<file path="config.mk">
export PLATFORM = sky130hd
export DESIGN_NAME = mul4_seq_ctrl
export DESIGN_NICKNAME = d
export VERILOG_FILES = /design/src/rtl/mul4_seq_ctrl_pkg.sv /design/src/rtl/mul4_seq_ctrl_add4_core.sv /design/src/rtl/mul4_seq_ctrl.sv
export SDC_FILE = /design/constraint.sdc
export NUM_CORES = 1
export LEC_CHECK = 0
export CELL_PAD_IN_SITES_DETAIL_PLACEMENT = 0
export CELL_PAD_IN_SITES_GLOBAL_PLACEMENT = 1
export CORE_MARGIN = 4
export CORE_UTILIZATION = 35
export CTS_BUF_LIST = sky130_fd_sc_hd__clkbuf_16
export DETAILED_ROUTE_END_ITERATION = 12
export PLACE_DENSITY = 0.68
export SYNTH_ARGS = -nofsm -noshare
export SYNTH_HDL_FRONTEND = slang
export SYNTH_HIERARCHICAL = 1
export SYNTH_SLANG_ARGS = --single-unit
</file>
<file path="constraint.sdc">
create_clock -name clk -period 2.4 [get_ports clk]
set_input_delay 0.6 -clock clk [delete_from_list [all_inputs] [get_ports clk]]
set_output_delay 0.6 -clock clk [all_outputs]
set_load 0.01 [all_outputs]
</file>
<file path="src/rtl/mul4_seq_ctrl_pkg.sv">
// Shared constants and state encoding for the 4x4 sequential shift-add multiplier.
package mul4_seq_ctrl_pkg;

  localparam int OPW  = 4;
  localparam int ITER = 4;
  localparam int ITW  = 2;

  typedef enum logic [1:0] {
    IDLE = 2'd0,
    RUN  = 2'd1,
    DONE = 2'd2
  } state_e;

endpackage

</file>
<file path="src/rtl/mul4_seq_ctrl_add4_core.sv">
// 4-bit combinational ripple-carry adder used for every partial-product accumulation.
module add4_core (
  input  logic [3:0] x,
  input  logic [3:0] y,
  input  logic       cin,
  output logic [3:0] s,
  output logic       cout
);

  logic [4:0] c_s;

  assign c_s[0] = cin;

  for (genvar i = 0; i < 4; i++) begin : g_bit
    assign s[i]     = x[i] ^ y[i] ^ c_s[i];
    assign c_s[i+1] = (x[i] & y[i]) | (c_s[i] & (x[i] ^ y[i]));
  end

  assign cout = c_s[4];

endmodule

</file>
<file path="src/rtl/mul4_seq_ctrl.sv">
// Sequential unsigned 4x4 multiplier: one shift-add step per clock, valid/ready
// handshake on both sides, synchronous abort and registered product.
module mul4_seq_ctrl
  import mul4_seq_ctrl_pkg::*;
(
  input  logic             clk,
  input  logic             rst_n,
  input  logic             in_valid,
  output logic             in_ready,
  input  logic [OPW-1:0]   a,
  input  logic [OPW-1:0]   b,
  input  logic             abort,
  output logic             busy,
  output logic             out_valid,
  input  logic             out_ready,
  output logic [2*OPW-1:0] product
);

  state_e             state_q, state_d;
  logic [OPW-1:0]     mcand_q, mcand_d;
  logic [OPW-1:0]     hi_q, hi_d;
  logic [OPW-1:0]     lo_q, lo_d;
  logic [ITW-1:0]     iter_q, iter_d;
  logic [2*OPW-1:0]   product_q, product_d;

  logic [OPW-1:0]     addend_s;
  logic [OPW-1:0]     sum_s;
  logic               cout_s;

  assign addend_s = lo_q[0] ? mcand_q : {OPW{1'b0}};

  add4_core u_add (
    .x    (hi_q),
    .y    (addend_s),
    .cin  (1'b0),
    .s    (sum_s),
    .cout (cout_s)
  );

  // Next-state and datapath control; the 5-bit adder result shifts right into {hi,lo}.
  always_comb begin
    state_d   = state_q;
    mcand_d   = mcand_q;
    hi_d      = hi_q;
    lo_d      = lo_q;
    iter_d    = iter_q;
    product_d = product_q;
    case (state_q)
      IDLE: begin
        if (in_valid) begin
          mcand_d = a;
          lo_d    = b;
          hi_d    = {OPW{1'b0}};
          iter_d  = {ITW{1'b0}};
          state_d = RUN;
        end else begin
          state_d = IDLE;
        end
      end
      RUN: begin
        if (abort) begin
          state_d = IDLE;
        end else begin
          hi_d   = {cout_s, sum_s[OPW-1:1]};
          lo_d   = {sum_s[0], lo_q[OPW-1:1]};
          iter_d = iter_q + 2'd1;
          if (iter_q == ITW'(ITER - 1)) begin
            product_d = {cout_s, sum_s, lo_q[OPW-1:1]};
            state_d   = DONE;
          end else begin
            state_d = RUN;
          end
        end
      end
      DONE: begin
        if (out_ready) begin
          state_d = IDLE;
        end else begin
          state_d = DONE;
        end
      end
      default: begin
        state_d = IDLE;
      end
    endcase
  end

  // State and datapath registers.
  always_ff @(posedge clk or negedge rst_n) begin
    if (!rst_n) begin
      state_q   <= IDLE;
      mcand_q   <= {OPW{1'b0}};
      hi_q      <= {OPW{1'b0}};
      lo_q      <= {OPW{1'b0}};
      iter_q    <= {ITW{1'b0}};
      product_q <= {(2*OPW){1'b0}};
    end else begin
      state_q   <= state_d;
      mcand_q   <= mcand_d;
      hi_q      <= hi_d;
      lo_q      <= lo_d;
      iter_q    <= iter_d;
      product_q <= product_d;
    end
  end

  assign in_ready  = (state_q == IDLE);
  assign busy      = (state_q == RUN);
  assign out_valid = (state_q == DONE);
  assign product   = product_q;

endmodule

</file>
==> results list <==
- Pleak: 0.000757 uW
- The first global-routing pass estimated 3750 um of wire.
- Max Freq: 0.431 GHz
- Counting every net in the synthesized netlist gives 113.
* Clock transition at the registers of the reported paths: 60 ps
- Clock tree root buffer cell: clkbuf_16
- No sink is reached through more buffers than the 2 on the longest clock path.
- The die is 67.0 um tall.
- YS warnings: 6
* CP arrival: 2500 ps
- Core ar.: 3340 um2
- Hold Path Class: reg -> reg
* Most common cell after layout, fill and taps aside: dfrtp_1
* Pin count of the biggest net entering global routing: 25
* Kind of start point of the critical path: flop
* Endpoint kind of the worst setup timing path: flop
* Count of final setup violators: 0
- Depth of the worst hold-timing path: 1
* Number of antenna violations at the first check in global routing: 0
- Worst min-delay path endpoint: product[2]
- The die is 67.0 um wide.
- Synthesized-area fraction occupied by ao, oa, aoi and oai cells: 0.0257
* Post-layout util: 0.484
- TritonCTS built the clock tree.
- Detailed Route Iter0 Violations: 11
- GPL Wtd Cong: 0.736
- Area used by multi-input combinational logic: 542 um2
- Share of the cycle needed by the critical path after routing: 0.967
* Number of max-cap violations: 0
* GRT overflow: 0
* Peak supply drop: 0.685 mV
* Routed wire length per instance: 12.4 um
- Number of top-level pins: 24
- Die area: 4490 um2
- For this block, the routed nets add up to 2120 um of wire.
- Via total after detailed routing: 754
- Once detailed placement completed, the half-perimeter wirelength came to 1590 um.
- The endpoint identified for the worst register-to-register timing path is hi_q[2].
- Summing all flip-flop and latch instances after layout gives 601 um2.
- After synthesis, the largest family of logic cells by area is multiplexers.
- Slew Viols, Final: 0
- Across every metal layer, demand over resource in global routing totals 0.110.
- Of the cells placed in the final design, the portion with a size suffix greater than 1 is 0.320.
* Layout overhead on the synthesized area: 32.4%
- Dividing the synthesized area by the synthesized cell count gives 12.8 um2.
* Longest individual stage delay on the worst path: 410 ps
* Remaining number of nets flagged by the antenna check after routing: 0
- Filler Cell Count: 319
- The first detailed-routing pass ran for 2 iterations.
- The largest total area in the synthesized netlist belongs to dfrtp_1.
* Xor and xnor fraction of the mapped netlist area: 0
- Among cell families on the critical path, the largest total delay comes from adder cells.
- Buffers placed on the I/O ports in this run total 23.
* RSZ-0062 raised after global routing: true
* Startpoint of the worst hold path: product[2]
- For this run, the post-layout net count is 145.
- Clock insertion delay at the later pin of the skew report: 250 ps
* Share of async-settable or async-resettable flops after synthesis: 1.00
- Sequential-to-total area share from yosys stat: 0.493
- The share of synthesized area in the top cell type comes to 0.493.
* Mapped Cells: 95
- The hold violation total from the final report is 0.
- The flow ran to the end, and the final reports show no timing, DRC or antenna violations.
- Reg2Reg Launch Point: lo_q[0]
- Starting density of the core: 0.365
- Pwr/cell area: 1220 nW/um2
* Critical path's slowest cell: fa_1
- The top cell types in the final layout, fill and taps aside, are dfrtp_1, clkdlybuf4s50_1, mux2_2.
- Worst setup path category: reg -> reg
* Htree depth: 1
- Dominant synthesized flop cell: dfrtp_1
- Shortest clock period the worst path allows after layout: 2320 ps
* Setup TNS: 0 ps
- Arithmetic-cell share of the synthesized area counting full adders, half adders and majority gates: 0.0760
- Worst path bufs/invs: 4
- Number of distinct library cells after synthesis: 23
- Counting flops with a built-in enable in the synthesized netlist gives 0.
* CP cell instances: and2_4, fa_2, inv_2, fa_2, inv_2, fa_2, inv_2, fa_1, inv_1, nand2_1, mux2i_1
- Antenna cells: 0
- Critical path required time: 2580 ps
* Clock Sink Count: 24
- Clock skew on the completed layout was measured at 1.47 ps.
- Max Fanout on Critical Path: 2
* Site row count: 21
- Summed instance area of the synthesized netlist: 1220 um2
* Count of cells along the worst register-to-register path: 11
- Area share of and/or/nand/nor cells after synthesis: 0.0842
- Biggest area contributors in the synthesized netlist: dfrtp_1, mux2_2, mux2_4
- Proportion of synthesized area in mux cells: 0.247
- Number of vias per cell after detailed routing: 4.41
- #FFs+latches synth: 24
- In the routed design, unresolved DRC markers number 0.
- Setup slack on the worst flop-to-flop path: 80 ps
* Vias in the first global route: 841
* CTS buffer count: 3
[synthesized netlist by cell type, drive strengths merged (2+ instances only)]
cell,number
nor2b,2
mux2i,5
buf,3
nand2,6
inv,15
dfrtp,24
fa,4
mux2,20
and2,5
nor2,2
[state kept, by name, summed over array words and instances (netlist names)]
register / flops
hi_q: 4
state_q: 2
lo_q: 4
mcand_q: 4
product: 8
iter_q: 2
[metrics by stage]
| stage | std cells | worst slack (ps) | cell area [um2] | hold WS (ps) | total power [uW] |
|---|---|---|---|---|---|
| 2_1_floorplan | 95 | 129 | 1220 | 304 | 1280 |
| 3_3_place_gp | 166 | 90.5 | 1510 | 485 | 1570 |
| 3_5_place_dp | 166 | 39.5 | 1510 | 498 | 1590 |
| 4_1_cts | 169 | 0.793 | 1590 | 512 | 1950 |
| 5_1_grt | 171 | -34.8 | 1610 | 525 | 2120 |
| 6_report | 171 | 79.3 | 1610 | 504 | 1960 |
[worst max-delay path by stage]
stage	startpoint	endpoint	slack, ps	depth (start not counted)
final	lo_q[0]	hi_q[2]	80	11
after global routing	lo_q[0]	hi_q[2]	-30	11
after CTS	mcand_q[0]	hi_q[2]	0.8	11
after detailed placement	mcand_q[0]	hi_q[2]	40	11
after global placement	mcand_q[0]	hi_q[2]	90	11
after floorplan	lo_q[0]	hi_q[2]	130	11
[cell type report]
class | count | area share
inverter | 15 | 0.0349
sequential | 24 | 0.372
timing repair buffer | 30 | 0.175
tap | 46 | 0.0357
clock buffer | 3 | 0.0465
multi-input combinational | 53 | 0.336
[per-layer routing]
metal  global-route usage  wire length (um)  part of all wire
met1                0.137               933              0.44
met2                0.184              1030              0.49
met3               0.0405               139             0.066
met4               0.0152                12            0.0057
met5                    0                 0                 0
[power breakdown]
group          total, uW  internal, uW  switching (uW)
clock                348           220             128
combinational        942           574             368
sequential           672           571             101
total               1960          1360             598
[logic make-up (layout without fill, tap and decap cells)]
| logic type | Yosys count | in the layout |
|---|---|---|
| buffers and inverters | 18 | 48 |
| other | 1 | 1 |
| muxes | 25 | 25 |
| adders and majority gates | 5 | 5 |
| and+or+nand+nor | 18 | 18 |
| DFF | 24 | 24 |
| AOI/OAI and AO/OA | 4 | 4 |
[what timing repair did]
| item | in CTS | in global routing |
|---|---|---|
| endpoints found under the setup margin | 0 | 2 |
| endpoints found under the hold margin | 0 | 0 |
| hold buffers | 0 | 0 |
| buffers inserted | 0 | 2 |
| gates resized for setup | 0 | 7 |
Power figures use the tool's default switching activity.
